$ cat src/rtl/pc_shot_engine.sv
// Computer-opponent shooter: picks a pseudo-random unshot cell on the player board,
// marks it hit or miss, and tracks remaining player ships and shots fired.
module pc_shot_engine #(
    parameter logic [7:0] SEED         = 8'hA5,
    parameter int         THINK_CYCLES = 4
) (
    input  logic       clk,
    input  logic       rst,
    input  logic       pc_turn,
    input  logic       ships_load,
    input  logic [2:0] ships_init,
    input  logic [1:0] cell_rd,
    output logic [2:0] cell_i,
    output logic [2:0] cell_j,
    output logic       cell_we,
    output logic [1:0] cell_wd,
    output logic       shot_done,
    output logic       shot_hit,
    output logic [2:0] player_ships,
    output logic       all_sunk,
    output logic [4:0] shots_fired
);

    typedef enum logic [2:0] {
        IDLE, THINK, PICK, PROBE, WRITE, DONE, WAIT_LOW
    } state_t;

    state_t     state, state_next;
    logic [7:0] think_cnt;
    logic [7:0] lfsr;
    logic [7:0] lfsr_next;
    logic [4:0] cursor;
    logic [4:0] raw_idx;
    logic [4:0] pick_idx;
    logic       probe_hit;
    logic       exhausted;

    // Taps for x^8+x^6+x^5+x^4+1; the freshly advanced value selects the cell.
    assign lfsr_next = {lfsr[6:0], lfsr[7] ^ lfsr[5] ^ lfsr[4] ^ lfsr[3]};
    assign raw_idx   = lfsr_next[4:0];
    assign pick_idx  = (raw_idx >= 5'd25) ? raw_idx - 5'd25 : raw_idx;
    assign exhausted = (shots_fired == 5'd25);

    assign cell_i    = 3'(cursor / 5'd5);
    assign cell_j    = 3'(cursor % 5'd5);
    assign cell_we   = (state == WRITE);
    assign cell_wd   = cell_we ? {1'b1, probe_hit} : 2'b00;
    assign shot_done = (state == DONE);

    // NOTE: always_comb assigns every output a default first so no path can infer a latch.
    always_comb begin
        state_next = state;
        unique case (state)
            IDLE:     if (pc_turn) state_next = THINK;
            THINK:    if (think_cnt == 8'd1) state_next = PICK;
            PICK:     state_next = exhausted ? DONE : PROBE;
            PROBE:    if (!cell_rd[1]) state_next = WRITE;
            WRITE:    state_next = DONE;
            DONE:     state_next = WAIT_LOW;
            WAIT_LOW: if (!pc_turn) state_next = IDLE;
            default:  state_next = IDLE;
        endcase
    end

    // NOTE: sequential state uses non-blocking assignments so every register samples pre-edge values.
    always_ff @(posedge clk or negedge rst) begin
        if (!rst) begin
            state     <= IDLE;
            think_cnt <= 8'd0;
            lfsr      <= SEED;
            cursor    <= 5'd0;
            probe_hit <= 1'b0;
            shot_hit  <= 1'b0;
        end else begin
            state <= state_next;
            unique case (state)
                IDLE:  think_cnt <= 8'(THINK_CYCLES);
                THINK: think_cnt <= think_cnt - 8'd1;
                PICK: begin
                    if (exhausted) begin
                        shot_hit <= 1'b0;
                    end else begin
                        lfsr   <= lfsr_next;
                        cursor <= pick_idx;
                    end
                end
                PROBE: begin
                    if (cell_rd[1]) cursor <= (cursor == 5'd24) ? 5'd0 : cursor + 5'd1;
                    else            probe_hit <= cell_rd[0];
                end
                WRITE:   shot_hit <= probe_hit;
                default: ;
            endcase
        end
    end

    // A new game's load overrides any same-cycle shot bookkeeping.
    always_ff @(posedge clk or negedge rst) begin
        if (!rst) begin
            player_ships <= 3'd0;
            all_sunk     <= 1'b1;
            shots_fired  <= 5'd0;
        end else if (ships_load) begin
            player_ships <= ships_init;
            all_sunk     <= (ships_init == 3'd0);
            shots_fired  <= 5'd0;
        end else if (state == WRITE) begin
            shots_fired <= shots_fired + 5'd1;
            if (probe_hit && player_ships != 3'd0) begin
                player_ships <= player_ships - 3'd1;
                all_sunk     <= (player_ships == 3'd1);
            end
        end
    end

endmodule

$ cat config.mk
export PLATFORM = sky130hd
export DESIGN_NAME = pc_shot_engine
export DESIGN_NICKNAME = d
export VERILOG_FILES = /design/src/rtl/pc_shot_engine.sv
export SDC_FILE = /design/constraint.sdc
export NUM_CORES = 1
export LEC_CHECK = 0
export ABC_AREA = 1
export BUFFER_PORTS_ARGS = -buffer_cell sky130_fd_sc_hd__buf_2
export CORE_ASPECT_RATIO = 0.75
export CORE_MARGIN = 2
export CORE_UTILIZATION = 59
export DETAILED_ROUTE_END_ITERATION = 16
export PLACE_DENSITY = 0.88
export SYNTH_ARGS = -nofsm -noshare
export SYNTH_HDL_FRONTEND = slang
export SYNTH_SLANG_ARGS = --single-unit
$ cat constraint.sdc
create_clock -name clk -period 3.21 [get_ports clk]
set_input_delay 0.321 -clock clk [delete_from_list [all_inputs] [get_ports clk]]
set_output_delay 0.321 -clock clk [all_outputs]
set_load 0.05 [all_outputs]
==> results of run 1 <==
## layout make-up
type / count / area, sq um
Clock buffer: 7 / 86.3
Clock inverter: 1 / 5.00
Fill cell: 327 / 1260
Inverter: 52 / 203
Multi-Input combinational cell: 225 / 1360
Sequential cell: 35 / 887
Tap cell: 55 / 68.8
Timing Repair Buffer: 32 / 175
## cell usage after synthesis, types with 7 or more instances
| cell | number |
|---|---|
| a21oi_1 | 13 |
| dfrtp_1 | 30 |
| ha_1 | 18 |
| inv_1 | 41 |
| inv_2 | 10 |
| nand2_1 | 64 |
| nand3_1 | 19 |
| nand4_1 | 7 |
| nor2_1 | 24 |
| o21ai_0 | 21 |
## flip-flops by register name, summed over array words and instances (netlist names)
signal	count
shot_hit	1
probe_hit	1
cursor	5
state	3
player_ships	3
shots_fired	5
think_cnt	8
lfsr	8
all_sunk	1
## cells by family after synthesis
kind of cell    after synthesis  synth area share (%)
compound gates               51                  12.1
xor+xnor                     10                  4.13
fa+ha+maj                    18                  9.07
buf+inv                      57                  9.63
flops                        35                  35.5
simple gates                146                  29.5
## layer usage
layer / up-vias / track usage (%) / routed length (um)
met5: - / 0 / 0
met4: 0 / 8.13 / 61
met3: 8 / 4.83 / 216
met2: 46 / 38.6 / 2400
met1: 990 / 30.2 / 2440
li1: 1094 / - / -
## final timing paths
path                                            startpoint                  endpoint  cells past startpoint
worst max-delay path                 cursor[1]$_DFFE_PN0P_                 cell_j[2]                     19
worst min-delay path                                   rst  think_cnt[0]$_DFFE_PN0P_                      1
worst max register to register  shots_fired[1]$_DFFE_PN0P_     cursor[4]$_DFFE_PN0P_                     10
worst min register to register         lfsr[6]$_DFFE_PN0P_       lfsr[7]$_DFFE_PN1P_                      2
max in group asynchronous                              rst     cursor[3]$_DFFE_PN0P_                      1
min in group clk                                cell_rd[0]     probe_hit$_DFFE_PN0P_                      3
## critical path: stages (launching register included)
cell and delay [ns]:
dfrtp_2 0.46, inv_2 0.12, ha_2 0.21, nand2_2 0.06, nand2_2 0.12, nand2_2 0.07
nand2_2 0.08, nand2_4 0.08, nand2_4 0.11, nand3_2 0.10, nand2_1 0.09, nand2_1 0.07
ha_1 0.19, nor2_1 0.11, nand3_2 0.10, nand2_4 0.08, nand2_4 0.05, nand2_1 0.06
nand2_1 0.04, clkbuf_4 0.20
## what timing repair did
action,in CTS,in global routing
endpoints found under the setup margin,0,4
buffers inserted,0,4
gates resized for setup,0,11
## through the flow
stage / cell area, sq um / utilization [%] / setup TNS [ns] / setup WS (ns)
CTS: 2740 / 67.7 / 0 / 0.0336
detailed placement: 2650 / 65.4 / 0 / 0.359
global placement: 2650 / 65.4 / 0 / 0.451
finish: 2790 / 68.8 / 0 / 0.184
global route: 2790 / 68.8 / -0.000896 / -0.000896
floorplan: 2480 / - / 0 / 0.185
==> flow_summary.toml, run 1 <==
[run_status]
status = "finished, final reports clean"

[global_routing]
gr-total-overflow = 0
grt_max_degree = 36
grt_pass1_vias = 1866
antenna_found_initial = 0
grt_usage_pct = 23.1
grt_pass1_wl_mm = 8.36

[logic_synthesis]
yosysWarnings = 0
syn_nets = 344
seq_area_frac_synth_pct = 35.5
yosysTopAreaCell = "dfrtp_1"
synth_top_area_share_pct = 30.2
syn_avg_cell_area_sq_um = 7.83
synth_area_leaders = "dfrtp_1 (30%), nand2_1 (9.7%), ha_1 (9.1%)"
syn_area_sq_um = 2480
synth-edff-count = 0
ys.flop_type = "dfrtp_1"
synth_cell_types = 39
syn_inst = 317
async_reset_ff_share_pct = 100
synth-seq-cells = 35

[timing]
hold_violations = 0
clock_skew_ns = 0.00357
max-slew-margin-rel_pct = 48.5
slew_viol_final = 0
fin_crit_sh_pct = 94.3
hold_slack_ns = 0.105
max_freq_ghz = 0.331
finalSetupViolCount = 0
min_period_ns = 3.03
worstMarginPinSlew_ns = 0.772

[clock_network]
htree_num_levels = 2
cts_hold_buf = 0
cts_buffer_depth = 2
numCtsBuffers = 5
cts_tree = "built"
insertion_delay_ns = 0.29
clkTransAtPathRegs_ns = 0.07
clkSinkCount = 35
root_buffer = "clkbuf_8"

[final_layout]
antenna_cells = 0
area_growth_pct = 12.3
nets = 378
final_common_cell = "nand2_1"
fin_cells = 407
layout_common_cells = "nand2_1 (64), inv_1 (38), dfrtp_1 (26), buf_2 (26), nor2_1 (24)"
drive_above_1_share_pct = 26.7

[detailed_routing]
vias_per_cell = 5.25
wl_per_cell_um = 12.6
routed_wl_mm = 5.11
first_iter_violations = 114
drc = 0
drtAntennaViolNets = 0
dr.pass1.iters = 4
vias = 2138

[critical_path]
crit_arrival_ns = 2.70
reg2reg_slack_ns = 1.32
start_kind = "flip-flop"
worst_ep_required_time_ns = 2.89
end_kind = "output port"
criticalPathCategory = "flip-flop to output port"
cp_max_fo = 8

[place]
dp.cells = 395
numPortBuffers = 28
gp_congestion = 0.864
place_hpwl_mm = 3.71

[job]
cap_viol_max_count = 0

[die]
start_util_pct = 61.2
coreArea_sq_um = 4050
die_h_um = 60.2
die-area_sq_um = 4750
die_w_um = 78.9
design.portCount = 29
rows = 20

[min_path]
hold_path.class = "input port to async pin"
Power of run 1 is left out: the tool's default activity adds up to more than one toggle a clock period on the data nets, which glitch-free logic cannot reach.
==> run 2: changes to the inputs <==
- PLACE_DENSITY: 0.88 -> 0.93
==> flow_summary.toml, run 2 (synthesized netlist as in run 1, its figures left out) <==
[die]
coreArea_sq_um = 4050
die-area_sq_um = 4750
start_util_pct = 61.2
rows = 20
die_h_um = 60.2
die_w_um = 78.9
design.portCount = 29

[place]
place_hpwl_mm = 3.76
preCtsSetupSlack_ns = 0.330
numPortBuffers = 28
gp_congestion = 0.878

[clock_network]
clkTransAtPathRegs_ns = 0.07
cts_buffer_depth = 2
cts_tree = "built"
root_buffer = "clkbuf_8"
numCtsBuffers = 5
insertion_delay_ns = 0.29
clkSinkCount = 35
htree_num_levels = 2
cts_hold_buf = 0

[final_layout]
multi_input_area_sq_um = 1370
layout_common_cells = "nand2_1 (64), inv_1 (38), dfrtp_1 (26), buf_2 (25), nor2_1 (23)"
top_regs = "lfsr x8, think_cnt x8"
fillerInstances = 311
nets = 378
regArea_sq_um = 887
drive_above_1_share_pct = 27.0
antenna_cells = 0
area_growth_pct = 12.2
final_common_cell = "nand2_1"

[critical_path]
criticalPathCategory = "flip-flop to output port"
crit_arrival_ns = 2.74
end_kind = "output port"
worst_ep_required_time_ns = 2.89
timing.rr.start = "lfsr[5]$_DFFE_PN1P_"
cp-startpoint = "cursor[1]$_DFFE_PN0P_"
cp_max_fo = 6
reg2reg_slack_ns = 1.33
crit_end = "cell_j[0]"
r2r_end = "cursor[2]$_DFFE_PN0P_"
start_kind = "flip-flop"
reg2reg_depth = 9

[min_path]
hold_path.class = "input port to async pin"

[timing]
worstMarginPinSlew_ns = 0.747
finalSetupViolCount = 0
slew_viol_final = 0
worst_slack_ns = 0.146
setup_tns_ns = 0
clock_skew_ns = 0.00261
min_period_ns = 3.06
hold_violations = 0
max-slew-margin-rel_pct = 50.2
max_freq_ghz = 0.326
fin_crit_sh_pct = 95.5

[global_routing]
grt_pass1_vias = 1981
grt_pass1_wl_mm = 8.71
antenna_found_initial = 0
grt_usage_pct = 23.2
grt_max_degree = 36
gr-total-overflow = 0

[detailed_routing]
vias = 2190
drc = 0
first_iter_violations = 131
routed_wl_mm = 5.26
vias_per_cell = 5.38
drtAntennaViolNets = 0
wl_per_cell_um = 12.9
dr.pass1.iters = 4

[job]
cap_viol_max_count = 0

[run_status]
status = "finished, final reports clean"
run 2: how the worst min path moves through the flow:
stage / end / slack [ns] / cells past startpoint / startpoint
6_report: think_cnt[0]$_DFFE_PN0P_ / 0.09 / 1 / rst
5_1_grt: think_cnt[0]$_DFFE_PN0P_ / 0.17 / 1 / rst
4_1_cts: think_cnt[1]$_DFFE_PN0P_ / 0.12 / 1 / rst
3_5_place_dp: think_cnt[1]$_DFFE_PN0P_ / 0.43 / 1 / rst
3_3_place_gp: think_cnt[1]$_DFFE_PN0P_ / 0.44 / 1 / rst
2_1_floorplan: cursor[0]$_DFFE_PN0P_ / 0.03 / 0 / rst
run 2: critical path, stage by stage, from the launching register on:
cell and delay (ns):
dfrtp_2 0.45, inv_2 0.11, ha_2 0.22, nand2_2 0.07
nand2_2 0.11, nand2_2 0.07, nand2_2 0.08, nand2_4 0.07
nand2_4 0.10, nand3_2 0.10, nand2_1 0.10, nand2_1 0.09
ha_1 0.20, nor2_2 0.11, nand3_2 0.10, nand2_4 0.08
nand2_4 0.06, nand2_1 0.07, nand2_1 0.05, clkbuf_4 0.20
run 2: through the flow:
step | instance area, sq um | std cells | hold slack, ns | utilization (%)
5_1_grt | 2790 | 407 | 0.170 | 68.7
2_1_floorplan | 2480 | 317 | 0.0254 | -
6_report | 2790 | 407 | 0.0898 | 68.7
4_1_cts | 2730 | 403 | 0.123 | 67.4
3_3_place_gp | 2650 | 395 | 0.437 | 65.4
3_5_place_dp | 2650 | 395 | 0.435 | 65.4
run 2: per-layer routing:
layer / share of wire (%) / routed length, um / GRT usage [%]
met5: 0 / 0 / 0
met4: 0.99 / 52 / 3.69
met3: 4.6 / 240 / 4.98
met2: 48 / 2520 / 38.9
met1: 47 / 2450 / 31.9
run 2: repair_timing:
item | in CTS | in global routing
endpoints found under the setup margin | 0 | 4
gates resized for setup | 0 | 14
setup buffers | 0 | 4
endpoints found under the hold margin | 0 | 0
run 2: final cells by class:
| type | instances | area share, % |
|---|---|---|
| Multi-Input combinational cell | 225 | 49.1 |
| Inverter | 52 | 7.27 |
| Clock inverter | 1 | 0.180 |
| Timing Repair Buffer | 32 | 6.38 |
| Sequential cell | 35 | 31.8 |
| Clock buffer | 7 | 2.74 |
| Tap cell | 55 | 2.47 |
Power of run 2 is left out for the same reason.
